### src/rtl/multi_clock_divider_pkg.sv
`default_nettype none
// ============================================================================
// Module      : clkdiv_pkg
// Description : Shared constants and helpers for the multi-channel divider.
// Revision    : 1.0  initial release
// ============================================================================
package clkdiv_pkg;

    localparam int MAX_CH   = 8;
    localparam int CH_IDX_W = 3;

    // A zero half-period would never wrap; treat it as the fastest legal rate.
    function automatic logic [31:0] clamp_half(input logic [31:0] val);
        return (val == 32'd0) ? 32'd1 : val;
    endfunction

endpackage : clkdiv_pkg
`default_nettype wire

### src/rtl/multi_clock_divider_if.sv
`default_nettype none
// ============================================================================
// Module      : multi_clock_divider_if
// Description : Control/load/output bundle of the multi-channel divider.
// Revision    : 1.0  initial release
// ============================================================================
interface multi_clock_divider_if #(
    parameter int NUM_CH = 2,
    parameter int CNT_W  = 26
);
    logic [NUM_CH-1:0]                en;
    logic                             sync;
    logic                             load;
    logic [clkdiv_pkg::CH_IDX_W-1:0]  load_ch;
    logic [CNT_W-1:0]                 load_val;
    logic [NUM_CH-1:0]                clk_out;
    logic [NUM_CH-1:0]                tick;

    modport master (
        output en, sync, load, load_ch, load_val,
        input  clk_out, tick
    );

    modport slave (
        input  en, sync, load, load_ch, load_val,
        output clk_out, tick
    );
endinterface : multi_clock_divider_if
`default_nettype wire

### src/rtl/multi_clock_divider_channel.sv
`default_nettype none
// ============================================================================
// Module      : clkdiv_channel
// Description : One divider channel: counter, half-period registers, toggle
//               and tick. DIV_IMMEDIATE_LOAD_EN selects immediate reload
//               instead of the deferred shadow reload at the next toggle.
// Revision    : 1.0  initial release
// ============================================================================
module clkdiv_channel
    import clkdiv_pkg::*;
#(
    parameter int               CNT_W      = 26,
    parameter logic [CNT_W-1:0] HALF_RESET = CNT_W'(1)
) (
    input  wire logic             clk,
    input  wire logic             rst,
    input  wire logic             i_en,
    input  wire logic             i_sync,
    input  wire logic             i_load,
    input  wire logic [CNT_W-1:0] i_load_val,
    output logic                  o_clk_out,
    output logic                  o_tick
);

    localparam logic [CNT_W-1:0] c_half_reset = CNT_W'(clamp_half(32'(HALF_RESET)));

    logic [CNT_W-1:0] r_cnt;
    logic [CNT_W-1:0] r_active;
    logic             r_clk_out;
    logic             r_tick;
    logic [CNT_W-1:0] w_load_half;
    logic             w_wrap;
    logic             w_run;

    assign w_load_half = CNT_W'(clamp_half(32'(i_load_val)));
    // >= lets a count already past a freshly shortened period wrap at once.
    assign w_wrap      = (r_cnt >= (r_active - CNT_W'(1)));

`ifdef DIV_IMMEDIATE_LOAD_EN
    // A load restarts the period and holds the output level for that cycle.
    assign w_run = i_en && !i_load;

    always_ff @(posedge clk or posedge rst) begin
        if (rst) begin
            r_cnt     <= '0;
            r_active  <= c_half_reset;
            r_clk_out <= 1'b0;
            r_tick    <= 1'b0;
        end else begin
            if (i_sync) begin
                r_cnt     <= '0;
                r_clk_out <= 1'b0;
                r_tick    <= 1'b0;
            end else if (w_run) begin
                if (w_wrap) begin
                    r_clk_out <= ~r_clk_out;
                    r_cnt     <= '0;
                    r_tick    <= 1'b1;
                end else begin
                    r_cnt  <= r_cnt + CNT_W'(1);
                    r_tick <= 1'b0;
                end
            end else begin
                r_tick <= 1'b0;
            end
            if (i_load) begin
                r_active <= w_load_half;
                r_cnt    <= '0;
            end
        end
    end
`else
    logic [CNT_W-1:0] r_shadow;
    logic             r_pending;

    assign w_run = i_en;

    always_ff @(posedge clk or posedge rst) begin
        if (rst) begin
            r_cnt     <= '0;
            r_active  <= c_half_reset;
            r_shadow  <= c_half_reset;
            r_pending <= 1'b0;
            r_clk_out <= 1'b0;
            r_tick    <= 1'b0;
        end else begin
            if (i_sync) begin
                r_cnt     <= '0;
                r_clk_out <= 1'b0;
                r_tick    <= 1'b0;
            end else if (w_run) begin
                if (w_wrap) begin
                    r_clk_out <= ~r_clk_out;
                    r_cnt     <= '0;
                    r_tick    <= 1'b1;
                    if (r_pending) begin
                        r_active  <= r_shadow;
                        r_pending <= 1'b0;
                    end
                end else begin
                    r_cnt  <= r_cnt + CNT_W'(1);
                    r_tick <= 1'b0;
                end
            end else begin
                r_tick <= 1'b0;
            end
            // Placed last so a load colliding with a toggle stays pending.
            if (i_load) begin
                r_shadow  <= w_load_half;
                r_pending <= 1'b1;
            end
        end
    end
`endif

    assign o_clk_out = r_clk_out;
    assign o_tick    = r_tick;

endmodule : clkdiv_channel
`default_nettype wire

### src/rtl/multi_clock_divider.sv
`default_nettype none
// ============================================================================
// Module      : multi_clock_divider
// Description : NUM_CH programmable clock-enable dividers with shared sync and
//               load decode. Honours DIV_IMMEDIATE_LOAD_EN in each channel.
// Revision    : 1.0  initial release
// ============================================================================
module multi_clock_divider
    import clkdiv_pkg::*;
#(
    parameter int                      NUM_CH       = 2,
    parameter int                      CNT_W        = 26,
    parameter logic [NUM_CH*CNT_W-1:0] HALF_DEFAULT = {26'd25000, 26'd50000000}
) (
    input  wire logic            clk,
    input  wire logic            ar,
    multi_clock_divider_if.slave bus
);

    logic [NUM_CH-1:0] w_clk_out;
    logic [NUM_CH-1:0] w_tick;
    logic [NUM_CH-1:0] w_load_sel;

    // Full-width index compare: out-of-range channels match nothing.
    for (genvar gi = 0; gi < NUM_CH; gi++) begin : g_ch
        assign w_load_sel[gi] = bus.load && (bus.load_ch == CH_IDX_W'(gi));

        clkdiv_channel #(
            .CNT_W      (CNT_W),
            .HALF_RESET (HALF_DEFAULT[gi*CNT_W +: CNT_W])
        ) u_ch (
            .clk        (clk),
            .rst        (ar),
            .i_en       (bus.en[gi]),
            .i_sync     (bus.sync),
            .i_load     (w_load_sel[gi]),
            .i_load_val (bus.load_val),
            .o_clk_out  (w_clk_out[gi]),
            .o_tick     (w_tick[gi])
        );
    end

    assign bus.clk_out = w_clk_out;
    assign bus.tick    = w_tick;

endmodule : multi_clock_divider
`default_nettype wire

### src/flat_wrapper.sv
// flat-port wrapper written by rule: the top's interface ports become plain ports
module multi_clock_divider_flat import clkdiv_pkg::*;
#(
    parameter int                      NUM_CH       = 2,
    parameter int                      CNT_W        = 26,
    parameter logic [NUM_CH*CNT_W-1:0] HALF_DEFAULT = {26'd25000, 26'd50000000}
)
  (clk, ar, bus_en, bus_sync, bus_load, bus_load_ch, bus_load_val, bus_clk_out, bus_tick);
  multi_clock_divider_if #(.NUM_CH(NUM_CH), .CNT_W(CNT_W)) bus_i ();
  input  wire logic clk;
  input  wire logic ar;
  input wire logic [$bits(bus_i.en)-1:0] bus_en;
  input wire logic [$bits(bus_i.sync)-1:0] bus_sync;
  input wire logic [$bits(bus_i.load)-1:0] bus_load;
  input wire logic [$bits(bus_i.load_ch)-1:0] bus_load_ch;
  input wire logic [$bits(bus_i.load_val)-1:0] bus_load_val;
  output wire logic [$bits(bus_i.clk_out)-1:0] bus_clk_out;
  output wire logic [$bits(bus_i.tick)-1:0] bus_tick;
  assign bus_i.en = bus_en;
  assign bus_i.sync = bus_sync;
  assign bus_i.load = bus_load;
  assign bus_i.load_ch = bus_load_ch;
  assign bus_i.load_val = bus_load_val;
  assign bus_clk_out = bus_i.clk_out;
  assign bus_tick = bus_i.tick;
  multi_clock_divider #(.NUM_CH(NUM_CH), .CNT_W(CNT_W), .HALF_DEFAULT(HALF_DEFAULT)) u_core (.clk(clk), .ar(ar), .bus(bus_i));
endmodule
### config.mk
export PLATFORM = sky130hd
export DESIGN_NAME = multi_clock_divider_flat
export DESIGN_NICKNAME = d
export VERILOG_FILES = /design/src/rtl/multi_clock_divider_pkg.sv /design/src/rtl/multi_clock_divider_if.sv /design/src/rtl/multi_clock_divider_channel.sv /design/src/rtl/multi_clock_divider.sv /design/src/flat_wrapper.sv
export SDC_FILE = /design/constraint.sdc
export NUM_CORES = 1
export LEC_CHECK = 0
export ABC_AREA = 1
export BUFFER_PORTS_ARGS = -buffer_cell sky130_fd_sc_hd__buf_2
export CORE_MARGIN = 5
export CORE_UTILIZATION = 59
export CTS_CLUSTER_DIAMETER = 150
export DETAILED_ROUTE_END_ITERATION = 7
export GPL_TIMING_DRIVEN = 0
export PLACE_DENSITY_LB_ADDON = 0.1
export SKIP_CTS_REPAIR_TIMING = 1
export SYNTH_ARGS = -nofsm -noshare
export SYNTH_HDL_FRONTEND = slang
export SYNTH_HIERARCHICAL = 1
export SYNTH_SLANG_ARGS = --single-unit
### constraint.sdc
create_clock -name clk -period 9.6 [get_ports clk]
set_clock_uncertainty 0.15 [all_clocks]
set_input_delay 0.96 -clock clk [delete_from_list [all_inputs] [get_ports clk]]
set_output_delay 0.96 -clock clk [all_outputs]
set_load 0.005 [all_outputs]
# After elaboration in Yosys (flattened, before gate mapping)
# Cells that the tools add are included.
[totals] out_inout_bits=4 reg_bits=162
[classes] n_eq_ne=3 n_lt_le_gt_ge=2 n_reduce_logical=18 n_bitwise=3 n_addsub=4 n_mux=27
[op_table] cell="two-way mux 26 bit" count=7
[op_table] cell="adder 26 x 1 -> 26 bit, second input constant" count=2
[op_table] cell=">= comparator 26 bit" count=2
[op_table] cell="subtractor 26 x 1 -> 26 bit, second input constant" count=2
[op_table] cell="logical NOT 26 bit" count=1
[op_table] cell="two-way mux 1 bit" count=20
[op_table] cell="nonzero test 2 bit" count=8
[op_table] cell="AND reduction 4 bit" count=2
[op_table] cell="AND reduction 3 bit" count=2
[op_table] cell="!= test 2 x 1 -> 1 bit, second input constant" count=2
[op_table] cell="AND reduction 2 bit" count=2
[op_table] cell="== test 3 x 1 -> 1 bit, second input constant" count=1
[op_table] cell="logical NOT 3 bit" count=1
[op_table] cell="inverter 1 bit" count=3
[op_table] cell="logical AND 1 bit" count=2

# Logic depth before layout (Yosys ltp)
# Gate-level depths: netlist of run 1.
[logic_depth] ltp_word=6 mapped_depth=25 mapped_depth_nobuf=24

# Hierarchy
# The synthesis of run 1 kept the hierarchy.
[by_module_without_submodules] module="clkdiv_channel at u_core.g_ch[0].u_ch" n_inst=1 cells_each=656 area_per_inst_um2=4949.7 seq_area_each_um2=2057.0
[by_module_without_submodules] module="clkdiv_channel at u_core.g_ch[1].u_ch" n_inst=1 cells_each=640 area_per_inst_um2=4912.2 seq_area_each_um2=2042.0
[by_module_without_submodules] module="multi_clock_divider" n_inst=1 cells_each=8 area_per_inst_um2=30.0 seq_area_each_um2=0.0

# Worst setup path before layout of run 1
# No wires, ideal clock.
[synth_path] kind="register to register" startpoint="register u_core.g_ch[1].u_ch.r_active[0]" endpoint="register u_core.g_ch[1].u_ch.r_active[21]" n_path_buf=2 setup_ps=117 required_ps=9333 setup_slack_ps=6457 stages_incl_launch_ff=23 arrival_time_ps=2876 cell_sequence="dfrtp_1 inv_1 ha_1 nand2_1 nor2_4 nand2_1 nor2_1 nand2_1 nor3_2 xor2_1 inv_1 ha_1 nand2_1 nor2_2 nand2_2 nor3b_2 nand2_1 nand3_2 buf_6 nand3_4 buf_6 nand2_1 nand2_1"
[synth_via] elab_chain_len=3
[synth_rtl] element="start, declared" line_no="multi_clock_divider_channel.sv:28" rtl="logic [CNT_W-1:0] r_active;"
[synth_rtl] element="start signal, assigned" line_no="multi_clock_divider_channel.sv:81" rtl="r_active <= c_half_reset;"
[synth_rtl] element="start signal, assigned" line_no="multi_clock_divider_channel.sv:97" rtl="r_active <= r_shadow;"
[synth_rtl] element="subtractor 26 x 1 -> 26 bit" line_no="multi_clock_divider_channel.sv:37" rtl="assign w_wrap = (r_cnt >= (r_active - CNT_W'(1)));"
[synth_rtl] element=">= comparator 26 bit" line_no="multi_clock_divider_channel.sv:37"
[synth_rtl] element="AND reduction 4 bit (no line)"
# No other way between the ends.
# A chain may end at the register's enable or synchronous reset.

# Worst setup path in the final report of run 1
[layout_path] startpoint="register u_core.g_ch[1].u_ch.r_active[0]" endpoint="register u_core.g_ch[1].u_ch.r_cnt[4]"
[layout_via] elab_chain_len=5
[layout_rtl] element="subtractor 26 x 1 -> 26 bit" line_no="multi_clock_divider_channel.sv:37"
[layout_rtl] element=">= comparator 26 bit" line_no="multi_clock_divider_channel.sv:37"
[layout_rtl] element="two-way mux 26 bit" line_no="multi_clock_divider_channel.sv:92" rtl="if (w_wrap) begin"
[layout_rtl] element="two-way mux 26 bit" line_no="multi_clock_divider_channel.sv:91" rtl="end else if (w_run) begin"
[layout_rtl] element="two-way mux 26 bit" line_no="multi_clock_divider_channel.sv:87" rtl="if (i_sync) begin"
[layout_rtl] element="end signal, assigned" line_no="multi_clock_divider_channel.sv:101" rtl="r_cnt <= r_cnt + CNT_W'(1);"
[layout_rtl] element="end, declared" line_no="multi_clock_divider_channel.sv:27" rtl="logic [CNT_W-1:0] r_cnt;"
# No other way between the ends. The select of a mux whose other input is x is not followed.

==> impl_metrics.ini, run 1 <==
[outcome]
status = completed

[global_routing]
grt.total_usage = 0.235
grt_overflow_total = 0
grt_use_met3 = 0.0367
grt_pass1_wl_mm = 38.0
grt_pass1_vias = 7908
grt_max_degree = 64
grt_busiest_layer = met2
met1_usage = 0.345
grt_antenna_before_repair = 0
grt_use_met2 = 0.365

[yosys]
synth_warnings = 6
synth_area_leader_cell = dfrtp_1
yosys.area_share.simple = 0.356
yosys-mux-area-fraction = 0
seq_area_frac_synth = 0.414
synth_top_area_share = 0.319
ys.flop_type = dfrtp_1
synth_top_family_by_area = simple AND/OR/NAND/NOR gates
synth_edf_count = 0
syn-num-nets = 1395
synthDistinctLibCells = 37
synthCells = 1304
ys_ff_latch = 162
yosys.area_share.adder = 0.0708
netlist_area_um2 = 9890
synthTopCellsByArea = dfrtp_1, nand2_1, dfstp_2, ha_1, nor2_1
synth_compound_area_frac = 0.0230
synth_xor_area_frac = 0.0682
postSynth.asyncResetShare = 1.00
syn_avg_cell_area_um2 = 7.59

[critical_path]
crit_path_top_delay_cell = dfrtp_1
worst_ep_arrival_time_ns = 3.97
crit_type = flop to flop
cpMostUsedCell = nand2_1
worstSetupStartpoint = u_core/g_ch[1].u_ch/r_active[0]
ff2ff_setup_slack_ns = 5.82
cpPeakStageDelay_ns = 0.41
r2r_start = u_core/g_ch[1].u_ch/r_active[0]
crit_path_cell_trace = inv_1, ha_1, nand2_1, nor2_4, nand2_1, nor2_1, nand2_1, nor3_2, xor2_1, inv_1, ha_1, nand2_1, nor2_2, nand2_2, nor2_2, nand2_1, nand2_1, nor2_1, nand3_2, nand2_1, nand2_1, buf_4, nor2_1
cp_max_fo = 10
start_kind = flop
required_ns = 9.79
cp-end-kind = flop

[placed_design]
io_buffers = 38
hpwlAfterDp_mm = 17.2
place_ws_ns = 5.78
place_congestion = 0.937
placed_cells = 1564

[timing]
tns_ns = 0
post-route-min-period_ns = 3.78
worst_pin_slew_ns = 0.560
final_max_slew_viol_count = 0
slew_headroom = 0.627
hold_viol_final = 0
setup_viol = 0
fin_ws_ns = 5.82
rsz0062_at_grt = no
fmax_ghz = 0.265
min_period_over_period = 0.394

[layout]
final_cell_mix = nand2_1, nor2_1, dfrtp_1
drive_gt1_frac = 0.113
nets = 1454
final_util = 0.665
final_common_cell = nand2_1
antenna_cells = 0
area_delta_synth_final_pct = 11.1
final_cells = 1596

[job]
drv_cap = 0

[power]
power_leakage_nw = 6.00
powerDensity_nw_per_um2 = 138
vdd_drop_max_mv = 0.125

[die]
core.rowCount = 47
die_w_um = 139
ios = 39
die_h_um = 139
start_util = 0.599
dieArea_um2 = 19500
core_um2 = 16500

[detailed_routing]
viasPerCell = 5.22
first_pass_iters = 4
num_vias = 8331
drc = 0
wl_per_cell_um = 14.0
drt.antenna.violating_nets = 0
first_iter_violations = 566
drt-total-wl_mm = 22.3

[cts]
cts_made_buffers = 17
cts_tree = yes
clock-root-buffer = clkbuf_16
htreeDepth = 4
insertion_delay_ns = 0.42
clock_sinks = 162
cts_buffer_depth = 2
clk_pin_slew_ns = 0.07

[hold_path]
min_from = u_core/g_ch[0].u_ch/r_shadow[14]
hold_class = flop to flop
cells in the mapped netlist (3+ instances only):
library cell / number
nor4_1: 22
nor3_1: 16
ha_1: 56
xor2_1: 45
nand3b_1: 3
o21ai_0: 13
dfrtp_1: 126
clkbuf_1: 20
nand2_2: 4
clkinv_1: 3
nand2_1: 461
nor2_2: 5
nor2_4: 6
inv_1: 117
a21oi_1: 19
nand4_1: 72
nand3_1: 41
nor2_1: 164
xnor2_1: 32
buf_4: 7
dfstp_2: 36
o21bai_1: 4
buf_2: 7
buf_6: 5
metal layers:
| layer | vias up | wire length [µm] |
|---|---|---|
| met5 | - | 0 |
| met3 | 32 | 786 |
| li1 | 4312 | - |
| met4 | 0 | 368 |
| met2 | 169 | 9920 |
| met1 | 3818 | 11200 |
flip-flops by register name, indices dropped and copies added (netlist names):
signal and count:
u_core/g_ch.u_ch/r_active 52, u_core/g_ch.u_ch/r_cnt 52, u_core/g_ch.u_ch/r_shadow 52, u_core/g_ch.u_ch/o_clk_out 2
u_core/g_ch.u_ch/o_tick 2, u_core/g_ch.u_ch/r_pending 2
critical path: cells and delay by family, from the launching register on:
kind                       cells  cell delay [ns]
DFF                            1             0.41
and+or+nand+nor               17             2.03
xor gates and xnor gates       1             0.16
adders and majority gates      2             0.49
buffers and inverters          3             0.45
path summary, 6_finish.rpt:
path	cells past startpoint	end
min in group asynchronous	2	u_core/g_ch[0].u_ch/r_cnt[20]
setup reg to reg	23	u_core/g_ch[1].u_ch/r_cnt[4]
setup / recovery	23	u_core/g_ch[1].u_ch/r_cnt[4]
hold / removal	2	u_core/g_ch[0].u_ch/r_shadow[14]
hold reg to reg	2	u_core/g_ch[0].u_ch/r_shadow[14]
max in group asynchronous	3	u_core/g_ch[1].u_ch/r_shadow[13]
power breakdown:
group,internal [mW],switching [mW]
logic,0.0307,0.0661
registers,0.736,0.0293
clock network,0.346,0.307
per-stage QoR:
stage	total power, mW	cell area [µm²]	hold slack [ns]
detailed placement	0.875	10400	0.305
CTS	1.53	11000	0.316
finish	1.52	11000	0.314
global placement	0.867	10400	0.304
global route	1.58	11000	0.331
floorplan	0.829	9890	0.292
cell type report:
cell class | instances | area (µm²)
fill | 1456 | 5540
multi-input combinational | 983 | 5120
sequential | 162 | 4100
inverter | 120 | 455
clock buffer | 18 | 429
tap | 220 | 275
timing repair buffer | 40 | 245
buffer | 39 | 219
clock inverter | 14 | 143
cell families after synthesis:
logic type	Yosys count
XOR/XNOR	77
flip-flops	162
AO/OA/AOI/OAI	41
AND/OR/NAND/NOR	809
adder cells (fa/ha/maj)	56
buffers and inverters	159
Power figures use the tool's default switching activity.
==> run 2: changes to the inputs <==
Settings changed: CORE_UTILIZATION 59 to 57.
Clock period 9.6 ns to 3.05 ns, I/O delays scaled along.
==> run 2 against run 1 <==
Effect of this change:
- the run now ends with negative hold slack, negative setup slack left
- largest cell class unchanged
- maximum frequency is 8.5% higher
- routed wire length up 12%
- combinational power grew to 3.7 times the previous value
- setup slack worse by 6.3 ns
- die area is 3.3% higher
- sequential share of layout area fell by 4.3 points
- critical path depth up 2
- critical path type unchanged
- power grew to 3.2 times the previous value
==> impl_metrics.ini, run 2 (synthesis results as in run 1) <==
[outcome]
status = finished, violations left
violations = negative hold slack, negative setup slack

[global_routing]
grt_use_met2 = 0.361
grt_antenna_before_repair = 0
grt_use_met3 = 0.0297
grt_busiest_layer = met2
grt_pass1_wl_mm = 38.3
grt_max_degree = 67
grt_pass1_vias = 8000
grt_overflow_total = 0
grt.total_usage = 0.236
met1_usage = 0.347

[timing]
post-route-min-period_ns = 3.48
setup_viol = 110
worst_pin_slew_ns = 0.623
fin_ws_ns = -0.433
tns_ns = -34.34
hold_viol_final = 1
fmax_ghz = 0.287
slew_headroom = 0.585
final_max_slew_viol_count = 0
min_period_over_period = 1.14
hold_slack_ns = -0.0126
rsz0062_at_grt = yes

[placed_design]
place_ws_ns = -0.533
hpwlAfterDp_mm = 17.3
placed_cells = 1569
place_congestion = 0.915
io_buffers = 38

[critical_path]
crit_path_top_delay_cell = dfrtp_1
start_kind = flop
ff2ff_path_depth = 25
required_ns = 3.22
r2r_start = u_core/g_ch[0].u_ch/r_active[0]
cp_max_fo = 7
ff2ff_setup_slack_ns = -0.43
cp-end-kind = flop
cpPeakStageDelay_ns = 0.39
r2r-end = u_core/g_ch[0].u_ch/r_active[5]
crit_type = flop to flop
worst_ep_arrival_time_ns = 3.65
worstSetupStartpoint = u_core/g_ch[0].u_ch/r_active[0]

[hold_path]
min_from = bus_load_val[17]
hold_class = primary input to flop
whs_path_depth = 3
hold_path_end = u_core/g_ch[0].u_ch/r_shadow[17]

[layout]
area_delta_synth_final_pct = 25.7
final_common_cell = nand2_1
fillCellCount = 1376
drive_gt1_frac = 0.250
final_util = 0.724
top_regs = u_core/g_ch.u_ch/r_active (52), u_core/g_ch.u_ch/r_cnt (52), u_core/g_ch.u_ch/r_shadow (52)
final_cell_mix = nand2_1, dfrtp_1, inv_1
antenna_cells = 0
nets = 1520
final_cells = 1667

[job]
drv_cap = 0

[detailed_routing]
drt-total-wl_mm = 25.1
first_pass_iters = 5
first_iter_violations = 572
drc = 0
viasPerCell = 5.31
wl_per_cell_um = 15.0
drt.antenna.violating_nets = 0
num_vias = 8856

[cts]
clock-root-buffer = clkbuf_16
htreeDepth = 4
clk_pin_slew_ns = 0.07
cts_made_buffers = 17
cts_buffer_depth = 2
insertion_delay_ns = 0.43
cts_tree = yes
clock_sinks = 162

[die]
dieArea_um2 = 20100
die_h_um = 142
die_w_um = 142
core.rowCount = 48
ios = 39
start_util = 0.576
core_um2 = 17200

[power]
vdd_drop_max_mv = 0.430
powerDensity_nw_per_um2 = 393
power_leakage_nw = 6.48
-- run 2: changes by cell type in the layout (fill, tap and decap cells not counted), moves of 7 or more --
cell	delta
nor2_2	+41
ha_4	+7
ha_1	-7
nand2_4	+14
nor2_4	+17
nand2_2	+50
nand2_1	-68
dlygate4sd3_1	+14
buf_6	+14
nor2_1	-58
buf_4	+28
-- run 2: worst max-delay path: cells and delay by family, from the launching register on --
| kind | cells | cell delay, ns |
|---|---|---|
| and+or+nand+nor | 16 | 1.43 |
| buffers and inverters | 6 | 0.72 |
| adders and majority gates | 2 | 0.45 |
| DFF | 1 | 0.39 |
| xor gates and xnor gates | 1 | 0.23 |
-- run 2: area by class of cell --
type | count | area, µm² | area share
sequential | 162 | 4100 | 0.330
tap | 225 | 282 | 0.0226
buffer | 39 | 269 | 0.0216
timing repair buffer | 106 | 903 | 0.0727
inverter | 120 | 458 | 0.0368
clock buffer | 17 | 425 | 0.0342
multi-input combinational | 983 | 5830 | 0.469
clock inverter | 15 | 165 | 0.0133
-- run 2: worst max-delay path by stage --
stage | to | cells past startpoint | slack (ns)
after floorplan | u_core/g_ch[0].u_ch/r_active[5] | 23 | 0.0006
after global placement | u_core/g_ch[1].u_ch/r_cnt[2] | 23 | -0.49
after detailed placement | u_core/g_ch[1].u_ch/r_cnt[17] | 23 | -0.53
after CTS | u_core/g_ch[1].u_ch/r_cnt[15] | 23 | -0.58
after global routing | u_core/g_ch[0].u_ch/r_active[5] | 25 | -0.64
final | u_core/g_ch[0].u_ch/r_active[5] | 25 | -0.43
-- run 2: metal layers --
layer / up-vias / share of wire
met4: 0 / 0.017
met3: 38 / 0.044
met5: - / 0
met1: 4150 / 0.47
li1: 4434 / -
met2: 234 / 0.47
-- run 2: through the flow --
stage	total power, mW	instance area, µm²
2_1_floorplan	2.61	9910
3_3_place_gp	2.73	10400
3_5_place_dp	2.75	10400
4_1_cts	4.87	11000
5_1_grt	5.07	12400
6_report	4.89	12400
-- run 2: report_power, final --
part | switching [mW] | total, mW | internal [mW]
sequential | 0.0940 | 2.41 | 2.32
clock | 1.02 | 2.12 | 1.10
combinational | 0.229 | 0.360 | 0.132
total | 1.34 | 4.89 | 3.55
